## src/rtl/wb.sv

```systemverilog
// Write-back stage: commits register-file writes, owns HI/LO and CP0 state,
// and raises syscall/overflow exceptions and eret redirects.
//
// Ports:
//   clk, resetn             clock, asynchronous active-low reset
//   WB_valid, MEM_WB_bus_r  valid flag and 120-bit bus from the memory stage
//   rf_wen/rf_wdest/rf_wdata  register-file write port
//   WB_over, WB_wdest, WB_pc  completion, hazard destination, display PC
//   exc_valid/exc_pc/cancel   redirect request, target and younger-stage flush
//   HI_data, LO_data          current HI/LO
//   cp0r_status/cause/epc     current CP0 registers
module wb #(
    parameter logic [31:0] EXC_ENTRY = 32'h0000_0000
) (
    input  logic         clk,
    input  logic         resetn,
    input  logic         WB_valid,
    input  logic [119:0] MEM_WB_bus_r,
    output logic         rf_wen,
    output logic [4:0]   rf_wdest,
    output logic [31:0]  rf_wdata,
    output logic         WB_over,
    output logic [4:0]   WB_wdest,
    output logic         exc_valid,
    output logic [31:0]  exc_pc,
    output logic         cancel,
    output logic [31:0]  WB_pc,
    output logic [31:0]  HI_data,
    output logic [31:0]  LO_data,
    output logic [31:0]  cp0r_status,
    output logic [31:0]  cp0r_cause,
    output logic [31:0]  cp0r_epc
);

    localparam logic [7:0]  ADDR_STATUS = 8'h60;
    localparam logic [7:0]  ADDR_CAUSE  = 8'h68;
    localparam logic [7:0]  ADDR_EPC    = 8'h70;

    localparam logic [31:0] STATUS_MASK = 32'h0000_FF03;
    localparam logic [31:0] CAUSE_MASK  = 32'h0000_0300;

    localparam logic [4:0]  CODE_OV  = 5'd12;
    localparam logic [4:0]  CODE_SYS = 5'd8;

    // Bus fields
    logic [31:0] pc;
    logic        overflow;
    logic        eret;
    logic        syscall;
    logic [7:0]  cp0r_addr;
    logic        mfc0;
    logic        mtc0;
    logic        mflo;
    logic        mfhi;
    logic        lo_write;
    logic        hi_write;
    logic [31:0] lo_result;
    logic [31:0] mem_result;
    logic [4:0]  bus_wdest;
    logic        bus_wen;
    logic        unused_bit;

    assign pc         = MEM_WB_bus_r[31:0];
    assign overflow   = MEM_WB_bus_r[32];
    assign eret       = MEM_WB_bus_r[33];
    assign syscall    = MEM_WB_bus_r[34];
    assign cp0r_addr  = MEM_WB_bus_r[42:35];
    assign mfc0       = MEM_WB_bus_r[43];
    assign mtc0       = MEM_WB_bus_r[44];
    assign mflo       = MEM_WB_bus_r[45];
    assign mfhi       = MEM_WB_bus_r[46];
    assign lo_write   = MEM_WB_bus_r[47];
    assign hi_write   = MEM_WB_bus_r[48];
    assign lo_result  = MEM_WB_bus_r[80:49];
    assign mem_result = MEM_WB_bus_r[112:81];
    assign bus_wdest  = MEM_WB_bus_r[117:113];
    assign bus_wen    = MEM_WB_bus_r[118];
    assign unused_bit = MEM_WB_bus_r[119];

    // Architectural state
    logic [31:0] hi;
    logic [31:0] lo;
    logic [31:0] status;
    logic [31:0] cause;
    logic [31:0] epc;

    logic [31:0] hi_n;
    logic [31:0] lo_n;
    logic [31:0] status_n;
    logic [31:0] cause_n;
    logic [31:0] epc_n;

    // Qualified events
    logic        exc_act;
    logic        eret_act;
    logic        mtc0_act;
    logic [4:0]  exc_code;
    logic [31:0] cp0_rdata;

    assign exc_act  = WB_valid & (overflow | syscall);
    assign eret_act = WB_valid & eret & ~overflow & ~syscall;
    assign mtc0_act = WB_valid & mtc0 & ~overflow & ~syscall;
    assign exc_code = overflow ? CODE_OV : CODE_SYS;

    // CP0 read port returns pre-update values
    always_comb begin
        cp0_rdata = 32'h0;
        if (cp0r_addr == ADDR_STATUS) begin
            cp0_rdata = status;
        end else if (cp0r_addr == ADDR_CAUSE) begin
            cp0_rdata = cause;
        end else if (cp0r_addr == ADDR_EPC) begin
            cp0_rdata = epc;
        end
    end

    // Next-state for HI/LO
    always_comb begin
        hi_n = hi;
        lo_n = lo;
        if (WB_valid && !overflow) begin
            if (hi_write) begin
                hi_n = mem_result;
            end
            if (lo_write) begin
                lo_n = lo_result;
            end
        end
    end

    // Next-state for CP0. An exception blocks mtc0; eret clears EXL
    // after any same-cycle mtc0 of STATUS so the return always wins.
    always_comb begin
        status_n = status;
        cause_n  = cause;
        epc_n    = epc;
        if (exc_act) begin
            cause_n = (cause & ~32'h0000_007C) | {25'h0, exc_code, 2'b00};
            // Nested exceptions keep the original return address
            if (!status[1]) begin
                epc_n = pc;
            end
            status_n = status | 32'h0000_0002;
        end else begin
            if (mtc0_act) begin
                if (cp0r_addr == ADDR_STATUS) begin
                    status_n = mem_result & STATUS_MASK;
                end else if (cp0r_addr == ADDR_CAUSE) begin
                    cause_n = (cause & ~CAUSE_MASK)
                            | (mem_result & CAUSE_MASK);
                end else if (cp0r_addr == ADDR_EPC) begin
                    epc_n = mem_result;
                end
            end
            if (eret_act) begin
                status_n = status_n & ~32'h0000_0002;
            end
        end
    end

    always_ff @(posedge clk or negedge resetn) begin
        if (!resetn) begin
            hi     <= 32'h0;
            lo     <= 32'h0;
            status <= 32'h0;
            cause  <= 32'h0;
            epc    <= 32'h0;
        end else begin
            hi     <= hi_n;
            lo     <= lo_n;
            status <= status_n;
            cause  <= cause_n;
            epc    <= epc_n;
        end
    end

    // Register-file write port
    always_comb begin
        if (mfhi) begin
            rf_wdata = hi;
        end else if (mflo) begin
            rf_wdata = lo;
        end else if (mfc0) begin
            rf_wdata = cp0_rdata;
        end else begin
            rf_wdata = mem_result;
        end
    end

    assign rf_wen   = WB_valid & bus_wen & ~overflow;
    assign rf_wdest = bus_wdest;
    assign WB_wdest = bus_wdest & {5{WB_valid}};

    // Redirect
    assign exc_valid = exc_act | eret_act;
    assign cancel    = exc_valid;

    always_comb begin
        exc_pc = 32'h0;
        if (exc_act) begin
            exc_pc = EXC_ENTRY;
        end else if (eret_act) begin
            exc_pc = epc;
        end
    end

    assign WB_over     = WB_valid;
    assign WB_pc       = pc;
    assign HI_data     = hi;
    assign LO_data     = lo;
    assign cp0r_status = status;
    assign cp0r_cause  = cause;
    assign cp0r_epc    = epc;

endmodule

```

## config.mk

```make
export PLATFORM = sky130hd
export DESIGN_NAME = wb
export DESIGN_NICKNAME = d
export VERILOG_FILES = /design/src/rtl/wb.sv
export SDC_FILE = /design/constraint.sdc
export NUM_CORES = 1
export LEC_CHECK = 0
export ABC_AREA = 1
export BUFFER_PORTS_ARGS = -buffer_cell sky130_fd_sc_hd__buf_2
export CORE_AREA = 2 2 154 156
export DETAILED_ROUTE_END_ITERATION = 8
export DIE_AREA = 0 0 156 158
export HOLD_SLACK_MARGIN = 0.02
export MAX_ROUTING_LAYER = met4
export SLEW_MARGIN = 10
export SYNTH_ARGS = -nofsm -noshare
export SYNTH_HDL_FRONTEND = slang
export SYNTH_SLANG_ARGS = --single-unit
```

## constraint.sdc

```tcl
create_clock -name clk -period 3.1 [get_ports clk]
set_input_delay 0.62 -clock clk [delete_from_list [all_inputs] [get_ports clk]]
set_output_delay 0.62 -clock clk [all_outputs]
set_load 0.005 [all_outputs]
```

* Word level (Yosys, flattened, before mapping)
Index checks and enable logic that the tools add are counted.
W data, S select, Z words.
** Storage, ports and cells
- Register bits after elaboration :: 160
- Bits of input ports :: 123
- Output and inout bits :: 270
- Logic and storage cells :: 63
** Operators by class
- Equal/unequal tests :: 6
- Multiplexer cells :: 23
- Bitwise logic cells :: 16
- Reductions and logical operators :: 12
** Operators by type and width (number)
- $mux W32 :: 20
- $or A32 B10 Y32 :: 1
- $or A32 B6 Y32 :: 1
- $eq A8 B7 Y1 const B :: 3
- $and A1 B1 Y1 :: 9
- $ne A2 B2 Y1 const B :: 3
- $reduce_and A2 Y1 :: 3
- $reduce_bool A2 Y1 :: 3
- $reduce_bool A3 Y1 :: 2
- $and A5 B5 Y5 :: 1
- $reduce_and A5 Y1 :: 1
- $mux W2 :: 2
- $mux W3 :: 1
- $reduce_and A3 Y1 :: 1
- $not A1 Y1 :: 2
- $or A1 B1 Y1 :: 2
- $logic_and A1 B1 Y1 :: 1
- $logic_not A1 Y1 :: 1

* Depth between registers and ports, before layout
- Depth after elaboration :: 7
- Mapped depth :: 10
- Mapped depth without buffers :: 10

* Least setup slack after synthesis
Ideal clock, no wire load.
- Kind :: input to output
- Start point :: input port WB_valid
- End point :: output port exc_valid
- Data arrival time :: 1.577 ns
- Slack :: 0.903 ns
- Cell stages on the path :: 7
- Cell sequence :: buf_4 inv_2 nor2_4 nand3_1 clkbuf_1 nand2_1 buf_4
** Between the ends
- Longest elaborated chain between the ends :: 4
- Elaborated cells on any way between the ends :: 5
** Ends and longest elaborated chain
- from (decl) :: line 17 : input logic WB_valid,
- $and A1 B1 Y1 (3 in series) :: line 101 : assign eret_act = WB_valid & eret & ~overflow & ~syscall;
- $or A1 B1 Y1 (*) :: line 195 : assign exc_valid = exc_act | eret_act;
- to (decl) :: line 24 : output logic exc_valid,
Mark *: on every way between the ends. The rest lies on a longest branch, timed or not.

* Worst setup path after layout
- Start point :: input port MEM_WB_bus_r[35]
- End point :: output port rf_wdata[31]
** Between the ends
- Longest elaborated chain between the ends :: 7
- Elaborated cells on any way between the ends :: 9
** Ends and longest elaborated chain
- from (decl) :: line 18 : input logic [119:0] MEM_WB_bus_r,
- $eq A8 B7 Y1 :: line 112 : end else if (cp0r_addr == ADDR_EPC) begin
- $mux W32 :: line 112
- $mux W32 :: line 110 : end else if (cp0r_addr == ADDR_CAUSE) begin
- $mux W32 (*) :: line 108 : if (cp0r_addr == ADDR_STATUS) begin
- $mux W32 (*) :: line 183 : end else if (mfc0) begin
- $mux W32 (*) :: line 181 : end else if (mflo) begin
- $mux W32 (*) :: line 179 : if (mfhi) begin
- to (decl) :: line 21 : output logic [31:0] rf_wdata,
Marks and branches as above.

==> reports/metrics.csv <==
stage,metric,value,unit
cts,clk sinks,110,
sta,final hold slack,0.307,ns
cts,post-CTS sizing,0,
cts,TritonCTS clock tree,done,
final_layout,Nets,1337,
worst_setup_path,Crit-path slowest cell,nor2_4,
sta,final number of setup-violating endpoints,0,
sta,Final Max Slew Viols,0,
synthesis,Post-synth EDFFs,0,
cts,cts hold-fix bufs,0,
pwr,Sequential Power Share,44.8,%
final_layout,# diodes,0,
floorplan,Die W,156,um
pwr,power per cell area,522,mW/mm^2
pwr,P_sw,1600,uW
synthesis,area of the mapped netlist,0.00677,mm^2
synthesis,Cells after Synth,932,
global_routing,number of global-route vias before repair,6448,
placed_design,dpl hpwl,19.9,mm
sta,Max Clock Freq,0.360,GHz
drt,WL/cell,17.4,um
cts,"CTS clk-pin slew, worst paths",0.09,ns
pwr,Power Internal,2910,uW
worst_setup_path,Worst EP arrival,2.15,ns
placed_design,dpl ws,0.285,ns
final_layout,layout cell share with drive strength beyond 1,34.9,%
floorplan,I/O pin count,393,
cts,H-tree Lvls,3,
worst_setup_path,critical path cell sequence,buf_2 > inv_2 > nand2_1 > nor2_4 > nand2_1 > nand2_1 > nor2_1 > buf_4 > nand2_1 > nand2_1 > nand2_1 > nand2_1 > buf_2,
pwr,clock network power share,26.0,%
sta,crit path time final,2.77,ns
worst_setup_path,"Req. time, crit path",2.48,ns
floorplan,row cnt,56,
drt,detailed-route vias per instance,4.59,
global_routing,Total Routing Usage GR,21.4,%
worst_setup_path,Worst R2R Setup Slack,1.72,ns
cts,worst-skew pair later-pin latency,0.36,ns
sta,Least-Margin Pin Slew,0.682,ns
placed_design,placed cell area,0.00834,mm^2
drt,DRT antenna net count,0,
drt,First-pass DRT Iterations,5,
synthesis,per-instance average area after synthesis,7.26,um^2
pwr,Max IR drop VDD,210,uV
cts,clk buf depth,2,
worst_setup_path,Crit Reg-Reg Startpoint,cp0r_status[1],
drt,DRC,0,
worst_setup_path,CP Launch Type,input port,
floorplan,Die H,158,um
sta,RSZ-0062 raised after global routing,no,
pwr,Logic pwr share,29.1,%
synthesis,proportion of synthesized flip-flops having asynchronous set or reset,100,%
cts,post-CTS setup buffer count,0,
sta,final hold vios,0,
placed_design,routability cong.,0.800,
synthesis,"Seq/Total Area, Yosys",40.7,%
floorplan,starting density of the core,29.4,%
run,max cap viols,0,
worst_setup_path,Crit Path Category,input port to output port,
sta,Final WS setup,0.325,ns
sta,Clock Skew,0.0117,ns
global_routing,grt total ovfl,0,
worst_setup_path,worst path bufs/invs,4,
pwr,Leakage,0.00482,uW
sta,Setup TNS Final,0,ns
floorplan,Die Area,0.0246,mm^2
worst_setup_path,Crit. End Element,output port,
sta,Final Cycle Share,89.5,%
drt,Routed Wire Length,26.3,mm
worst_setup_path,R2R cell count,6,
pwr,Switching Share,35.5,%
drt,vias,6923,
drt,drt initial violations,338,
final_layout,Post-Layout Inst Area,0.00863,mm^2
placed_design,IO buf count,341,
worst_setup_path,Worst path max stage delay,0.26,ns
final_layout,Area Growth Syn to Fin,27.4,%
status,status,finished clean,
global_routing,initial antenna violation count,0,
synthesis,Yosys cell types,23,
floorplan,core region area,0.0231,mm^2
hold_path,Worst Hold Class,input port to asynchronous set/reset pin,
sta,Slew HR,54.6,%
cts,TritonCTS Buffers,9,
synthesis,synth warn,0,
synthesis,top_reg_cell synth,dfrtp_1,
worst_setup_path,family with the most delay on the worst path,simple AND/OR/NAND/NOR gates,
global_routing,pin count of the biggest net entering global routing,111,
global_routing,first-pass GRT wire length,38.3,mm
worst_setup_path,Reg-to-Reg End,cp0r_epc[18],
pwr,total power,4500,uW
synthesis,Seq cells post-synth,110,
worst_setup_path,Critical Path Most Common Cell,nand2_1,
worst_setup_path,crit-path max FO,9,
cts,clock root buffer,clkbuf_16,
## flip-flops by register name, indices dropped and copies added (netlist names)
register,cells
HI_data,32
LO_data,32
cp0r_epc,32
cp0r_status,10
cp0r_cause,4
## kinds of logic after synthesis
group,count (synthesis),share of synthesized area (%)
buf+inv,227,18.4
simple gates,396,23.2
flops,110,40.7
compound gates,166,12.4
other cells,1,0.0554
mux,32,5.32
## cell usage in the layout, fill, tap and decap left out
master and instances:
or2_1 1, nand2_2 3, clkinv_2 1, a21oi_2 1
nand2_4 1, a21oi_1 19, clkinv_4 2, buf_12 5
nand3_2 1, inv_6 2, o21ai_1 34, nor2_4 3
buf_2 340, o21ai_0 110, o21ai_2 1, a22o_1 1
nor2_1 107, nand3_1 19, nand2_1 246, inv_2 5
buf_4 17, conb_1 50, mux2_2 32, clkbuf_8 1
inv_8 1, dfrtp_1 110, nor3_1 15, inv_1 82
clkbuf_16 9
## cell usage after synthesis, types with 2 or more instances
library cell / n / area [um^2]
a21oi_1: 19 / 95.1
buf_2: 13 / 65.1
buf_4: 94 / 706
buf_6: 3 / 33.8
clkbuf_1: 30 / 113
dfrtp_1: 110 / 2750
inv_1: 83 / 312
inv_2: 4 / 15.0
mux2_2: 32 / 360
nand2_1: 247 / 927
nand2_2: 2 / 12.5
nand3_1: 20 / 100
nor2_1: 107 / 402
nor2_4: 3 / 33.8
nor3_1: 15 / 75.1
o21ai_0: 110 / 551
o21ai_1: 34 / 170
## routing by layer
| layer | vias to the layer above | track usage (%) | wire length (um) |
|---|---|---|---|
| li1 | 3346 | - | - |
| met1 | 3181 | 24.6 | 10400 |
| met2 | 363 | 37.9 | 13300 |
| met3 | 33 | 3.94 | 1960 |
| met4 | 0 | 6.64 | 587 |
| met5 | - | - | 0 |
## how the worst max path moves through the flow
| stage | startpoint | endpoint | slack (ns) | cells past startpoint |
|---|---|---|---|---|
| 5_1_grt | MEM_WB_bus_r[36] | rf_wdata[31] | 0.14 | 13 |
| 6_report | MEM_WB_bus_r[35] | rf_wdata[31] | 0.33 | 13 |
| 3_3_place_gp | MEM_WB_bus_r[35] | rf_wdata[31] | 0.31 | 13 |
| 3_5_place_dp | MEM_WB_bus_r[35] | rf_wdata[31] | 0.28 | 13 |
| 4_1_cts | MEM_WB_bus_r[35] | rf_wdata[31] | 0.28 | 13 |
| 2_1_floorplan | WB_valid | exc_valid | 0.90 | 7 |
## layout make-up
type | instances | area [um^2]
timing repair buffer | 362 | 1930
fill | 2478 | 14400
clock inverter | 6 | 51.3
inverter | 87 | 327
multi-input combinational | 644 | 2970
tap | 290 | 363
clock buffer | 10 | 239
sequential | 110 | 2750
## metrics by stage
stage	util (%)	cells
floorplan	-	981
global placement	36.2	1493
detailed placement	36.2	1493
CTS	37.4	1509
global route	37.4	1509
finish	37.4	1509
## power by group through the flow
| stage | Sequential (uW) | Combinational (uW) | Clock, uW |
|---|---|---|---|
| after floorplan | 1990 | 651 | 0 |
| after global placement | 2040 | 1320 | 0 |
| after detailed placement | 2050 | 1330 | 0 |
| after CTS | 2020 | 1330 | 1220 |
| after global routing | 2060 | 1480 | 1290 |
| final | 2020 | 1310 | 1170 |
Power figures use the tool's default switching activity.
